### src/rtl/serial_adder_ctrl.sv
// serial_adder_ctrl: bit-serial WIDTH-bit adder built around a 1-bit full-adder cell.
// Operands are captured on an accepted start and fed LSB first, one bit pair per clock,
// with the ripple carry held in a flip-flop. The result is presented with a one-cycle done.

// 1-bit full-adder cell; purely combinational.
module fulladder (
    input  logic i_a,
    input  logic i_b,
    input  logic i_cin,
    output logic o_sum_c,
    output logic o_cout_c
);

    assign o_sum_c  = i_a ^ i_b ^ i_cin;
    assign o_cout_c = (i_a & i_b) | (i_cin & (i_a ^ i_b));

endmodule

module serial_adder_ctrl #(
    parameter int unsigned WIDTH = 8
) (
    input  logic             clk,
    input  logic             rst,
    input  logic             start,
    input  logic [WIDTH-1:0] a,
    input  logic [WIDTH-1:0] b,
    input  logic             cin,
    output logic             ready,
    output logic             busy,
    output logic             done,
    output logic [WIDTH-1:0] sum,
    output logic             cout
);

    localparam int unsigned CNT_W = (WIDTH > 1) ? $clog2(WIDTH) : 1;

    typedef enum logic [1:0] {
        S_IDLE = 2'd0,
        S_RUN  = 2'd1,
        S_DONE = 2'd2
    } state_t;

    state_t             r_state;
    state_t             w_state_nxt;

    logic               w_accept;
    logic               w_run;
    logic               w_last;

    logic [WIDTH-1:0]   r_a_sh;
    logic [WIDTH-1:0]   r_b_sh;
    logic [WIDTH-1:0]   r_ps;
    logic [WIDTH-1:0]   w_ps_nxt;
    logic               r_carry;
    logic [CNT_W-1:0]   r_cnt;

    logic [WIDTH-1:0]   r_sum;
    logic               r_cout;
    logic               r_ready;
    logic               r_busy;
    logic               r_done;

    logic               w_fa_sum;
    logic               w_fa_cout;

    // Shared full-adder cell: current LSB pair plus the stored carry.
    fulladder u_fa (
        .i_a      (r_a_sh[0]),
        .i_b      (r_b_sh[0]),
        .i_cin    (r_carry),
        .o_sum_c  (w_fa_sum),
        .o_cout_c (w_fa_cout)
    );

    // Partial sum shifts right with the new bit entering at the MSB; the old LSB drops off.
    assign w_ps_nxt = WIDTH'({w_fa_sum, r_ps} >> 1);

    // State register.
    always_ff @(posedge clk or posedge rst) begin
        if (rst) begin
            r_state <= S_IDLE;
        end else begin
            r_state <= w_state_nxt;
        end
    end

    // Next-state decode plus accept/run/last qualifiers for the datapath.
    always_comb begin
        w_state_nxt = r_state;
        w_accept    = 1'b0;
        w_run       = 1'b0;
        w_last      = 1'b0;
        case (r_state)
            S_IDLE: begin
                if (start) begin
                    w_accept    = 1'b1;
                    w_state_nxt = S_RUN;
                end
            end
            S_RUN: begin
                w_run = 1'b1;
                if (r_cnt == CNT_W'(WIDTH - 1)) begin
                    w_last      = 1'b1;
                    w_state_nxt = S_DONE;
                end
            end
            S_DONE: begin
                w_state_nxt = S_IDLE;
            end
            default: begin
                w_state_nxt = S_IDLE;
            end
        endcase
    end

    // Operand shifters, carry flop, partial sum and bit counter.
    always_ff @(posedge clk or posedge rst) begin
        if (rst) begin
            r_a_sh  <= '0;
            r_b_sh  <= '0;
            r_ps    <= '0;
            r_carry <= 1'b0;
            r_cnt   <= '0;
        end else if (w_accept) begin
            r_a_sh  <= a;
            r_b_sh  <= b;
            r_ps    <= '0;
            r_carry <= cin;
            r_cnt   <= '0;
        end else if (w_run) begin
            r_a_sh  <= {1'b0, r_a_sh[WIDTH-1:1]};
            r_b_sh  <= {1'b0, r_b_sh[WIDTH-1:1]};
            r_ps    <= w_ps_nxt;
            r_carry <= w_fa_cout;
            r_cnt   <= r_cnt + CNT_W'(1);
        end
    end

    // Result registers: updated only on the edge that processes the final bit.
    always_ff @(posedge clk or posedge rst) begin
        if (rst) begin
            r_sum  <= '0;
            r_cout <= 1'b0;
        end else if (w_last) begin
            r_sum  <= w_ps_nxt;
            r_cout <= w_fa_cout;
        end
    end

    // Status flags registered from the next state so they line up with the state register.
    always_ff @(posedge clk or posedge rst) begin
        if (rst) begin
            r_ready <= 1'b1;
            r_busy  <= 1'b0;
            r_done  <= 1'b0;
        end else begin
            r_ready <= (w_state_nxt == S_IDLE);
            r_busy  <= (w_state_nxt != S_IDLE);
            r_done  <= (w_state_nxt == S_DONE);
        end
    end

    assign ready = r_ready;
    assign busy  = r_busy;
    assign done  = r_done;
    assign sum   = r_sum;
    assign cout  = r_cout;

endmodule

### config.mk
export PLATFORM = sky130hd
export DESIGN_NAME = serial_adder_ctrl
export DESIGN_NICKNAME = d
export VERILOG_FILES = /design/src/rtl/serial_adder_ctrl.sv
export SDC_FILE = /design/constraint.sdc
export NUM_CORES = 1
export LEC_CHECK = 0
export CORE_ASPECT_RATIO = 1.4
export CORE_MARGIN = 10
export CORE_UTILIZATION = 30
export DETAILED_ROUTE_END_ITERATION = 7
export GPL_TIMING_DRIVEN = 0
export HOLD_SLACK_MARGIN = 0.08
export PLACE_DENSITY = 0.53
export SYNTH_ARGS = -nofsm -noshare
export SYNTH_HDL_FRONTEND = slang
export SYNTH_SLANG_ARGS = --single-unit
### constraint.sdc
create_clock -name clk -period 1.9 [get_ports clk]
set_input_delay 0.38 -clock clk [delete_from_list [all_inputs] [get_ports clk]]
set_output_delay 0.38 -clock clk [all_outputs]
set_load 0.005 [all_outputs]
# --- Yosys cells after proc, flatten, opt, wreduce, memory -nomap -nowiden ---
# Cells that the tools add are included.
# Widths: inputs -> output; s select.
word_totals:
  ff_bits: 42
  input_bits: 20
  out_inout_bits: 12
op_classes:
  reduce_logical: 4
  eq_ne: 3
  n_bitwise: 5
  n_mux: 18
  add_sub_neg: 1
ops:
  columns: ["op", "n"]
  rows:
  - ["$mux 8", 6]
  - ["$mux 1", 7]
  - ["$mux 3", 2]
  - ["$logic_not 2->1", 2]
  - ["$mux 2", 2]
  - ["$pmux 2 s2", 1]
  - ["$reduce_bool 2->1", 2]
  - ["$add 3x1->3 const B", 1]
  - ["$eq 3x3->1 const B", 1]
  - ["$and 1x1->1", 2]
  - ["$eq 2x1->1 const B", 1]
  - ["$eq 2x2->1 const B", 1]
  - ["$xor 1x1->1", 2]
  - ["$or 1x1->1", 1]

# --- Depth between registers and ports, before layout ---
logic_depth:
  word_depth: 5
  mapped_depth: 6

# --- By module ---
# A second synthesis with hierarchy kept.
hier_totals:
  hier_cells: 153
  area_unflattened_um2: 2042.0
modules_own_cells:
  columns: ["mod", "seq_area_each_um2", "cells_per_inst", "n_inst", "area_each_um2"]
  rows:
  - ["serial_adder_ctrl", 1027.2, 152, 1, 2021.9]
  - ["fulladder", 0.0, 1, 1, 20.0]

# --- Worst setup path before layout ---
# Ideal clock, no wire load.
synth_timing:
  kind: "reg2reg"
  startpoint: "register r_cnt[0]"
  endpoint: "register r_sum[0], in the netlist sum[0]"
  path_stages_with_launch: 6
  synth_period_minus_slack_ns: 1.420
  path_slack_ns: 0.480
  arrival_ns: 1.295
  setup_ns: 0.125
  cell_sequence: "dfrtp_1 ha_1 ha_1 nand3b_4 buf_6 mux2_4"
synth_between:
  elab_chain_cells: 3
synth_rtl:
  columns: ["item", "line", "source"]
  rows:
  - ["start, declared", "55", "logic [CNT_W-1:0] r_cnt;"]
  - ["start signal, assigned", "135", "r_cnt <= r_cnt + CNT_W'(1);"]
  - ["$eq 3x3->1", "102", "if (r_cnt == CNT_W'(WIDTH - 1)) begin"]
  - ["$mux 1", "102", null]
  - ["$mux 1", "93", "case (r_state)"]
  - ["end signal, assigned", "145", "r_sum <= w_ps_nxt;"]
  - ["end, declared", "57", "logic [WIDTH-1:0] r_sum;"]
# No other way between the ends.
# A chain may end at the register's enable or synchronous reset.

# --- Worst setup path after layout ---
layout_timing:
  startpoint: "register r_ready, in the netlist ready"
  endpoint: "output port ready"
layout_rtl:
  columns: ["item", "line", "source"]
  rows:
  - ["start, declared", "59", "logic r_ready;"]
  - ["start signal, assigned", "157", "r_ready <= (w_state_nxt == S_IDLE);"]
  - ["end, declared", "28", "output logic ready,"]
# No word-level cell between the ends.

==> flow_summary.yaml <==
power:
  swShare_pct: 33.32
  seq_power_share_pct: 44.0
  cellPowerDensity_mw_per_mm2: 1498
  internal_power_mw: 2.250
  share_clk_of_total_power_pct: 16.2
  power.ir.vdd_worst_mv: 0.5130
  p_switching_mw: 1.124
  pwr-share-comb_pct: 39.8
  static_leak_nw: 1.024
sta:
  period_needed_ps: 1670
  period_share_pct: 87.90
  finalClockSkew_ps: 12.24
  grt_setup_unrepaired: "false"
  fmax_ghz: 0.5988
  max_slew_margin_pct: 43.36
  final-max-slew-violation-count: 0
  hold_viol_final: 0
  final_report_setup_violation_count: 0
  final_critical_path_setup_slack_ps: 229.9
  final.setup.tns_ps: 0
  transition_time_of_the_tightest_slew_check_pin_ps: 848.4
yosys:
  postSynthNetCount: 177
  yosys_warnings: 0
  synth_seq_area_share_pct: 57.94
  synth_area_per_cell_um2: 11.51
  instance_count_of_the_mapped_netlist: 154
  number_of_enable_flip_flop_cells_after_synthesis: 0
  synthDominantCellAreaShare_pct: 56.46
  post_synth_instance_area_mm2: 0.001773
  ys_top_cells_by_area: "dfrtp_1, nor3_1, a22o_1, mux2_4, nor2_1"
  synthArstFlopShare_pct: 100.0
  post-synth-top-area-cell: "dfrtp_1"
  netlist-cell-type-count: 31
  synth_ff_type: "dfrtp_1"
  postSynthRegisterBits: 41
detailed_routing:
  antenna_violating_nets_post_route: 0
  viasPerCell: 4.787
  wirelength_um: 3925
  detailroute.via_count: 1259
  drt_iter0_drc: 44
  wl_per_cell_um: 14.92
  drc: 0
  drt_first_pass_iters: 4
floorplan:
  dieArea_mm2: 0.009428
  fp.coreArea_mm2: 0.005781
  die_outline_height_um: 111.0
  num_rows: 33
  i_o_pins: 32
  initial_utilization_pct: 30.67
  fp.dieW_um: 84.97
clock_tree:
  cts_tree: "yes"
  clock_insertion_delay_worst_skew_ps: 300
  cts.sink_count: 41
  cts.root.buffer_cell: "clkbuf_8"
  numCtsBuffers: 5
  cts-root-to-sink-buffers: 2
  clock_tree.htree_level_count: 2
  post-cts-setup-buffers: 0
  cts-resized-gates: 0
  cts.hold.buffers_added: 0
  clk_pin_slew_worst_paths_ps: 70
critical_path:
  critical_path.startpoint: "ready"
  cp-end-kind: "output pin"
  worstSetupPathType: "reg -> out"
  cell_depth_of_the_worst_setup_path: 1
  kind_of_start_point_of_the_critical_path: "flop"
  timing.critical_path.required_ps: 1520
  slowest_delay_ps: 510
  path_buf_inv: 1
  path_cells: "clkdlybuf4s50_1"
  timing.critical_path.max_delay_family: "flip-flops"
  worstPathArrival_ps: 1290
  reg2reg_slack_ps: 360
  crit_end: "ready"
  cpMaxStageDelayCell: "dfstp_2"
  rr_startpoint: "r_cnt[0]"
  ff2ff_path_depth: 5
  crit_path_max_fanout: 1
  reg2reg_to: "sum[3]"
cells_and_area:
  area_delta_synth_final_pct: 27.10
  finalNetCount: 215
  nFillCells: 603
  drive_above_1_share_pct: 15.03
  area_of_combinational_cells_with_multiple_inputs_um2: 641.9
  number_of_inserted_diodes: 0
  regArea_mm2: 0.001027
global_routing:
  globalRouteOverflowTotal: 0
  first_global_vias: 1374
  grt_max_degree: 42
  global_route_wire_length_before_repair_um: 6596
  grtUsageTotal_pct: 8.520
  antenna_found_initial: 0
placed_design:
  io_buffer_count: 31
  place_worst_setup_slack_ps: 80.07
  detailedPlacementHpwl_um: 2903
  gp_routability_congestion: 0.6932
outcome:
  status: "finished, final reports clean"
worst_hold_path:
  kind_of_path_behind_the_tightest_hold_check: "reg -> reg"
job:
  maxCapViolations: 0
[power by group through the flow]
stage	Combinational, mW	Sequential [mW]	Clock (mW)
after floorplan	0.868	1.47	0
after global placement	1.35	1.50	0
after detailed placement	1.38	1.51	0
after CTS	1.38	1.49	0.560
after global routing	1.51	1.54	0.602
final	1.34	1.49	0.546
[cells in the mapped netlist (all sizes together), types with 2 or more instances]
library cell,number
o21ai,7
nand2b,3
buf,9
nor4b,2
mux2,7
a211oi,2
dfrtp,40
nor2,13
nor3,32
a21oi,2
a22o,8
ha,2
inv,9
nand2,6
[flip-flops by register name (all words and copies together), names as in the netlist]
name     count
busy         1
done         1
ready        1
sum          8
r_cnt        3
r_a_sh       8
r_ps         7
r_state      2
r_b_sh       8
cout         1
r_carry      1
[layout by cell type (no fill, tap or decap), types with 3 or more instances in the layout]
cell              n
dfrtp_1          40
nor3_1           32
clkdlybuf4s50_1  31
nor2_1           12
a22o_1            8
inv_1             7
o21ai_0           7
nand2_1           6
buf_2             5
clkbuf_8          5
mux2_4            4
buf_6             3
nand2b_1          3
mux2_2            3
[how the worst min path moves through the flow]
stage	from	to	slack [ps]	cells after the start
finish	sum[7]	sum[7]	490	2
global route	sum[7]	sum[7]	520	2
CTS	sum[7]	sum[7]	500	2
detailed placement	sum[7]	sum[7]	480	2
global placement	sum[7]	sum[7]	470	2
floorplan	r_cnt[0]	r_cnt[0]	460	1
[worst min-delay path, delay by kind of cell, from the launching register on]
| family | cells | cell delay (ps) |
|---|---|---|
| DFF | 1 | 350 |
| and+or+nand+nor | 1 | 50 |
| AOI/OAI and AO/OA | 1 | 60 |
[layout make-up]
cell class	instances	share of cell area [%]
inverter	9	1.499
timing repair buffer	31	13.77
clock buffer	6	3.220
tap	70	3.887
multi-input combinational	94	28.48
buffer	10	3.109
clock inverter	2	0.4442
sequential	41	45.59
[stage by stage]
stage	area [um^2]	std cells	total power [mW]	hold slack, ps	util [%]
finish	2253	263	3.375	488.1	38.98
global route	2253	263	3.654	520.5	38.98
CTS	2253	263	3.432	497.9	38.98
detailed placement	2171	255	2.884	481.0	37.55
global placement	2171	255	2.848	471.0	37.55
floorplan	1773	154	2.333	464.3	-
[per-layer routing]
layer	global-route usage, %	wire length [um]	up-vias
li1	-	-	617
met1	10.28	1788	599
met2	12.58	1800	39
met3	4.191	299	4
met4	3.304	38	0
met5	0	0	-
[cell families after synthesis]
group | share of synthesized area, %
buffers and inverters | 5.857
multiplexers | 5.293
AO/OA/AOI/OAI | 10.52
AND/OR/NAND/NOR | 17.85
flip-flops | 57.94
adder cells (fa/ha/maj) | 2.540
Power figures use the tool's default switching activity.
